[config.mk]
export PLATFORM = sky130hd
export DESIGN_NAME = captura_salida
export DESIGN_NICKNAME = d
export VERILOG_FILES = /design/src/rtl/captura_pkg.sv /design/src/rtl/fifo_sinc.sv /design/src/rtl/captura_salida.sv
export SDC_FILE = /design/constraint.sdc
export NUM_CORES = 1
export LEC_CHECK = 0
export CAP_MARGIN = 20
export CORE_ASPECT_RATIO = 0.5
export CORE_MARGIN = 2
export CORE_UTILIZATION = 59
export CTS_BUF_LIST = sky130_fd_sc_hd__clkbuf_4
export DETAILED_ROUTE_END_ITERATION = 7
export PLACE_DENSITY = 0.88
export RECOVER_POWER = 50
export SYNTH_ARGS = -nofsm -noshare
export SYNTH_HDL_FRONTEND = slang
export SYNTH_SLANG_ARGS = --single-unit
[constraint.sdc]
create_clock -name clk_i -period 10.2 [get_ports clk_i]
set_input_delay 1.02 -clock clk_i [delete_from_list [all_inputs] [get_ports clk_i]]
set_output_delay 1.02 -clock clk_i [all_outputs]
set_load 0.005 [all_outputs]
[src/rtl/captura_pkg.sv]
// captura_pkg: shared defaults and derived constants for the result capture block
package captura_pkg;
   localparam int WIDTH_DEF = 32;
   localparam int DEPTH_DEF = 8;
   localparam int PTR_W = $clog2(DEPTH_DEF);
   localparam int CNT_W = PTR_W + 1;
   localparam logic [15:0] PERDIDOS_MAX = 16'hFFFF;
endpackage

[src/rtl/fifo_sinc.sv]
// fifo_sinc: synchronous first-word-fall-through FIFO
//   clk_i/rst_i : clock, sync active-high reset
//   push_i/dato_i : write request and data; ignored when full unless popping the same cycle
//   pop_i : read request; ignored when empty
//   dato_o : head entry, valid while vacio_o=0
//   lleno_o/vacio_o/cuenta_o : full, empty, occupancy
module fifo_sinc
   import captura_pkg::*;
#(
   parameter int WIDTH = WIDTH_DEF,
   parameter int DEPTH = DEPTH_DEF,
   localparam int PW = $clog2(DEPTH)
) (
   input  logic             clk_i,
   input  logic             rst_i,
   input  logic             push_i,
   input  logic [WIDTH-1:0] dato_i,
   input  logic             pop_i,
   output logic [WIDTH-1:0] dato_o,
   output logic             lleno_o,
   output logic             vacio_o,
   output logic [PW:0]      cuenta_o
);
   logic [WIDTH-1:0] mem [DEPTH];
   logic [PW-1:0] wr_q, rd_q;
   logic [PW:0] cnt_q;
   logic push_ok, pop_ok;
   assign vacio_o = cnt_q == '0;
   assign lleno_o = cnt_q == (PW+1)'(DEPTH);
   assign cuenta_o = cnt_q;
   assign dato_o = mem[rd_q];
   assign pop_ok = pop_i && !vacio_o;
   // a full FIFO still accepts a write when the head leaves in the same cycle
   assign push_ok = push_i && (!lleno_o || pop_ok);
   always_ff @(posedge clk_i) begin
      if (push_ok) mem[wr_q] <= dato_i;
      if (rst_i) begin
         wr_q <= '0;
         rd_q <= '0;
         cnt_q <= '0;
      end else begin
         if (push_ok) wr_q <= wr_q + PW'(1);
         if (pop_ok) rd_q <= rd_q + PW'(1);
         cnt_q <= cnt_q + {{PW{1'b0}}, push_ok} - {{PW{1'b0}}, pop_ok};
      end
   end
endmodule

[src/rtl/captura_salida.sv]
// captura_salida: buffers changes of a core result word into a FWFT FIFO with drop accounting
//   clk_i/rst_i : clock, sync active-high reset
//   salida_i/en_i : sampled result word and capture enable
//   dato_o/valido_o/listo_i : head word, valid, consumer accept
//   cuenta_o/lleno_o/vacio_o : occupancy, full, empty
//   desborde_o/perdidos_o : sticky drop flag, saturating drop count
module captura_salida
   import captura_pkg::*;
#(
   parameter int WIDTH = WIDTH_DEF,
   parameter int DEPTH = DEPTH_DEF,
   localparam int PW = $clog2(DEPTH)
) (
   input  logic             clk_i,
   input  logic             rst_i,
   input  logic [WIDTH-1:0] salida_i,
   input  logic             en_i,
   output logic [WIDTH-1:0] dato_o,
   output logic             valido_o,
   input  logic             listo_i,
   output logic [PW:0]      cuenta_o,
   output logic             lleno_o,
   output logic             vacio_o,
   output logic             desborde_o,
   output logic [15:0]      perdidos_o
);
   logic [WIDTH-1:0] prev_q;
   logic primero_q;
   logic captura, pop, store, drop;
   assign valido_o = !vacio_o;
   assign pop = valido_o && listo_i;
   // the first enabled sample is always new; afterwards only changes are captured
   assign captura = en_i && (primero_q || salida_i != prev_q);
   assign store = captura && (!lleno_o || pop);
   assign drop = captura && !store;
   fifo_sinc #(.WIDTH(WIDTH), .DEPTH(DEPTH)) u_fifo (
      .clk_i(clk_i),
      .rst_i(rst_i),
      .push_i(store),
      .dato_i(salida_i),
      .pop_i(pop),
      .dato_o(dato_o),
      .lleno_o(lleno_o),
      .vacio_o(vacio_o),
      .cuenta_o(cuenta_o)
   );
   always_ff @(posedge clk_i) begin
      if (rst_i) begin
         prev_q <= '0;
         primero_q <= 1'b1;
         desborde_o <= 1'b0;
         perdidos_o <= '0;
      end else begin
         if (en_i) begin
            prev_q <= salida_i;
            primero_q <= 1'b0;
         end
         if (drop) desborde_o <= 1'b1;
         if (drop && perdidos_o != PERDIDOS_MAX) perdidos_o <= perdidos_o + 16'd1;
      end
   end
endmodule

==> impl_results.html <==
<table>
<tr><th>Metric</th><th>Value</th></tr>
<tr><th colspan="2">Clock tree</th></tr>
<tr><td>Worst skew pair latency</td><td>about 0.69 ns</td></tr>
<tr><td>Clk Tree Root Cell</td><td>clkbuf_4</td></tr>
<tr><td>Post_cts resized</td><td>0</td></tr>
<tr><td>Reg clk slew, reported paths</td><td>0.07 ns</td></tr>
<tr><td>Number of buffers inserted to repair setup after CTS</td><td>0</td></tr>
<tr><td>TritonCTS buffer count</td><td>69</td></tr>
<tr><td>H-tree depth</td><td>3</td></tr>
<tr><td>Clk sink count</td><td>~320</td></tr>
<tr><td>Number of buffers on the longest clock path</td><td>3</td></tr>
<tr><td>Hold-fix buffer count after cts</td><td>0</td></tr>
<tr><td>Clock tree from TritonCTS</td><td>built</td></tr>
<tr><th colspan="2">Route</th></tr>
<tr><td>Via-to-Cell Ratio</td><td>5.98</td></tr>
<tr><td>Number of DRC violations after detailed-routing iteration 0</td><td>between 500 and 600</td></tr>
<tr><td>Detailed-routing iteration count for the pre-antenna-repair pass</td><td>5</td></tr>
<tr><td>Total vias in the final route</td><td>about 7,000</td></tr>
<tr><td>WL/cell</td><td>22.7 um</td></tr>
<tr><td>Routed Antenna Nets</td><td>0</td></tr>
<tr><td>Number of remaining DRC errors</td><td>0</td></tr>
<tr><td>Final routed wirelength across all metal layers</td><td>26,900 um</td></tr>
<tr><th colspan="2">Layout</th></tr>
<tr><td>Total number of nets in the final design</td><td>~900</td></tr>
<tr><td>Core utilization of the finished layout</td><td>71.6%</td></tr>
<tr><td>Ratio of cells with drive above 1 in the final layout</td><td>27.5%</td></tr>
<tr><td>ANT cells</td><td>0</td></tr>
<tr><td>Filler cell count</td><td>1,186</td></tr>
<tr><td>Area overhead of the layout relative to synthesis</td><td>17.7%</td></tr>
<tr><th colspan="2">STA</th></tr>
<tr><td>Setup TNS</td><td>0 ns</td></tr>
<tr><td>Measured slew at the worst slew-check pin</td><td>2.88 ns</td></tr>
<tr><td>Endpoints failing setup</td><td>0</td></tr>
<tr><td>Final slew viol count</td><td>37</td></tr>
<tr><td>Clock Skews</td><td>0.0622 ns</td></tr>
<tr><td>Time the worst path needs with I/O delays and setup</td><td>4.58 ns</td></tr>
<tr><td>FMAX</td><td>between 0.2 and 0.25 GHz</td></tr>
<tr><td>Rel. slew slack</td><td>-91.9%</td></tr>
<tr><td>Period utilization</td><td>44.9%</td></tr>
<tr><td>Final count of hold timing violations</td><td>0</td></tr>
<tr><td>Setup repair after global routing missed its margin</td><td>false</td></tr>
<tr><td>Worst path setup slack after routing</td><td>5.62 ns</td></tr>
<tr><th colspan="2">Placement</th></tr>
<tr><td>Count of input and output buffers</td><td>91</td></tr>
<tr><td>Final HPWL DP</td><td>14,900 um</td></tr>
<tr><td>Setup slack at placement</td><td>5.87 ns</td></tr>
<tr><td>Final weighted congestion of routability-driven global placement</td><td>approximately 0.76</td></tr>
<tr><th colspan="2">Yosys</th></tr>
<tr><td>Top cells by area, synth</td><td>edfxtp_1 61%, mux4_2 11%, dfxtp_1 10%, mux2_2 3.0%, mux2i_1 2.5%</td></tr>
<tr><td>Number of instances in the synthesized netlist</td><td>approximately 700</td></tr>
<tr><td>Post-synthesis register bit count</td><td>about 320</td></tr>
<tr><td>Proportion of netlist area held by the largest area contributor</td><td>about three fifths</td></tr>
<tr><td>Syn Nets</td><td>about 760</td></tr>
<tr><td>Largest area contributor in the netlist</td><td>edfxtp_1</td></tr>
<tr><td>Post-synthesis instance area</td><td>12,600 um^2</td></tr>
<tr><td>Proportion of synthesized chip area in sequential cells</td><td>70.8%</td></tr>
<tr><td>Syn. warnings</td><td>0</td></tr>
<tr><td>Avg Inst Size Synth</td><td>around 18 um^2</td></tr>
<tr><td>Share of flip-flops with an asynchronous set or reset</td><td>0%</td></tr>
<tr><td>Number of flops mapped to enable cells by yosys</td><td>256</td></tr>
<tr><td>Unique cell type count in the Yosys netlist</td><td>42</td></tr>
<tr><td>Synth Flop Type</td><td>edfxtp_1</td></tr>
<tr><th colspan="2">GRT</th></tr>
<tr><td>Overall Global Routing Usage</td><td>between 20% and 30%</td></tr>
<tr><td>Wire length of the first global-routing pass</td><td>41,600 um</td></tr>
<tr><td>Number of antenna violations at the first check in global routing</td><td>1</td></tr>
<tr><td>Via count of the first global-routing pass</td><td>around 7,500</td></tr>
<tr><td>Sum of overflow across all layers after global routing</td><td>0</td></tr>
<tr><td>Largest net degree at the start of global routing</td><td>69</td></tr>
<tr><th colspan="2">Worst setup path</th></tr>
<tr><td>Crit path max-delay family</td><td>buffers and inverters</td></tr>
<tr><td>CP arrival</td><td>4.85 ns</td></tr>
<tr><td>CP max-delay cell</td><td>clkbuf_1</td></tr>
<tr><td>CP Capture Type</td><td>register</td></tr>
<tr><td>Critical path, cell by cell</td><td>buf_2 &gt; clkbuf_1 &gt; nand2_1 &gt; inv_1 &gt; nand3_1 &gt; nor3b_2 &gt; buf_4</td></tr>
<tr><td>Crit path buf inv count</td><td>4</td></tr>
<tr><td>CP max stage delay</td><td>2.03 ns</td></tr>
<tr><td>Type of the setup path with the least slack</td><td>in2reg</td></tr>
<tr><td>Required arrival time at the worst endpoint</td><td>roughly 10 ns</td></tr>
<tr><td>Critical Path Source Type</td><td>input pin</td></tr>
<tr><td>Maximum fanout along the worst path</td><td>36</td></tr>
<tr><th colspan="2">Outcome</th></tr>
<tr><td>Violations in the final reports</td><td>capacitance limit, slew limit</td></tr>
<tr><td>Status</td><td>finished, violations left</td></tr>
<tr><th colspan="2">Power</th></tr>
<tr><td>Pwr Density</td><td>218 nW/um^2</td></tr>
<tr><td>Worst IR Drop VDD</td><td>0.104 mV</td></tr>
<tr><td>Power consumption</td><td>~3200 uW</td></tr>
<tr><td>Leakage</td><td>0.00515 uW</td></tr>
<tr><th colspan="2">Floorplanning</th></tr>
<tr><td>Cell Rows</td><td>37</td></tr>
<tr><td>Starting density of the core</td><td>about three fifths</td></tr>
<tr><td>IO Pins</td><td>92</td></tr>
<tr><td>Die width</td><td>211 um</td></tr>
<tr><td>Y dimension of the die</td><td>around 110 um</td></tr>
<tr><td>Core outline area</td><td>20,800 um^2</td></tr>
<tr><td>Total Die Area</td><td>approximately 23,000 um^2</td></tr>
<tr><th colspan="2">Min path</th></tr>
<tr><td>Type of the most critical hold path</td><td>reg2reg</td></tr>
<tr><th colspan="2">Run</th></tr>
<tr><td>Max-capacitance violation count</td><td>1</td></tr>
</table>
==> flip-flops by register name (all words and copies together) (netlist names), named ones only <==
signal,cells
u_fifo.rd_q,3
desborde_o,1
prev_q,32
perdidos_o,16
u_fifo.wr_q,3
primero_q,1
u_fifo.mem,256
u_fifo.cuenta_o,4
==> power by group <==
group	switching, uW	total [uW]	internal [uW]
clock	485	1030	541
sequential	65.1	1540	1480
combinational	280	675	395
total	829	3240	2410
==> cells in the mapped netlist (2+ instances only) <==
cell	instances
o21ai_0	10
clkbuf_1	19
inv_1	12
edfxtp_1	256
mux2_4	2
mux2i_1	32
o31ai_1	4
nand2_1	13
mux4_2	64
or3_1	8
nand2b_1	5
and2_1	2
nor4_1	8
nor2b_1	7
buf_1	6
buf_2	8
a21oi_1	12
nor2_1	50
nand4_1	8
ha_1	9
or4_1	3
dfxtp_1	63
mux2_2	34
a21o_1	2
xnor2_1	6
nor3_1	7
and3_1	5
xor2_1	30
nand3_1	13
==> final timing paths <==
kind | start | to | slack, ns | depth (start not counted)
worst max-delay path | en_i | u_fifo.mem[4][15]$_DFFE_PP_ | 5.62 | 7
worst min-delay path | perdidos_o[10]$_SDFFE_PP0P_ | perdidos_o[10]$_SDFFE_PP0P_ | 0.48 | 2
worst max register to register | prev_q[12]$_SDFFE_PP0P_ | u_fifo.mem[4][15]$_DFFE_PP_ | 7.00 | 7
worst min register to register | perdidos_o[10]$_SDFFE_PP0P_ | perdidos_o[10]$_SDFFE_PP0P_ | 0.48 | 2
==> placed cells by master, fill, tap and decap left out, drive strengths merged, types with 14 or more instances in the layout <==
cell and instances:
xor2 30, nor2 50, clkbuf 110, dfxtp 63, clkdlybuf4s50 37, mux4 64, inv 14, edfxtp 256
mux2 36, mux2i 32, dlygate4sd3 52, buf 19
==> layout make-up <==
| class | instances | area (um^2) | share of cell area, % |
|---|---|---|---|
| clock inverter | 17 | 135 | 0.908 |
| sequential | 319 | 8950 | 60.1 |
| inverter | 12 | 45.0 | 0.303 |
| timing repair buffer | 109 | 1040 | 6.96 |
| multi-input combinational | 347 | 3560 | 23.9 |
| clock buffer | 109 | 818 | 5.50 |
| tap | 273 | 342 | 2.29 |
==> worst register-to-register path, cell delays in order, from the launching register on <==
cell     delay [ns]
dfxtp_1        0.33
xor2_1         0.18
nor4_1         0.68
nand4_1        0.35
or3_1          0.62
nand3_1        0.28
nor3b_2        0.07
buf_4          0.32
==> per-layer routing <==
metal	up-vias	part of all wire (%)	wire length, um	GRT usage [%]
li1	3127	-	-	-
met1	3593	41	11100	33.2
met2	339	50	13400	40.0
met3	33	7.5	2010	6.13
met4	2	1.2	325	8.05
met5	-	0.063	17	0
==> cell families (layout without fill, tap and decap cells) <==
family / count (synthesis) / in the layout / synth area share (%)
DFF: 319 / 319 / 70.8
and+or+nand+nor: 135 / 135 / 5.39
muxes: 132 / 132 / 17.2
buffers and inverters: 45 / 247 / 1.41
xor gates and xnor gates: 36 / 36 / 2.49
AOI/OAI and AO/OA: 34 / 34 / 1.69
adders and majority gates: 10 / 10 / 1.05
==> metrics by stage <==
step,cell area (um^2),hold WS [ns],std cells
floorplan,12600,0.424,711
global placement,13900,0.439,1059
detailed placement,13900,0.459,1060
CTS,14900,0.476,1186
global route,14900,0.501,1186
finish,14900,0.481,1186
Power figures use the tool's default switching activity.
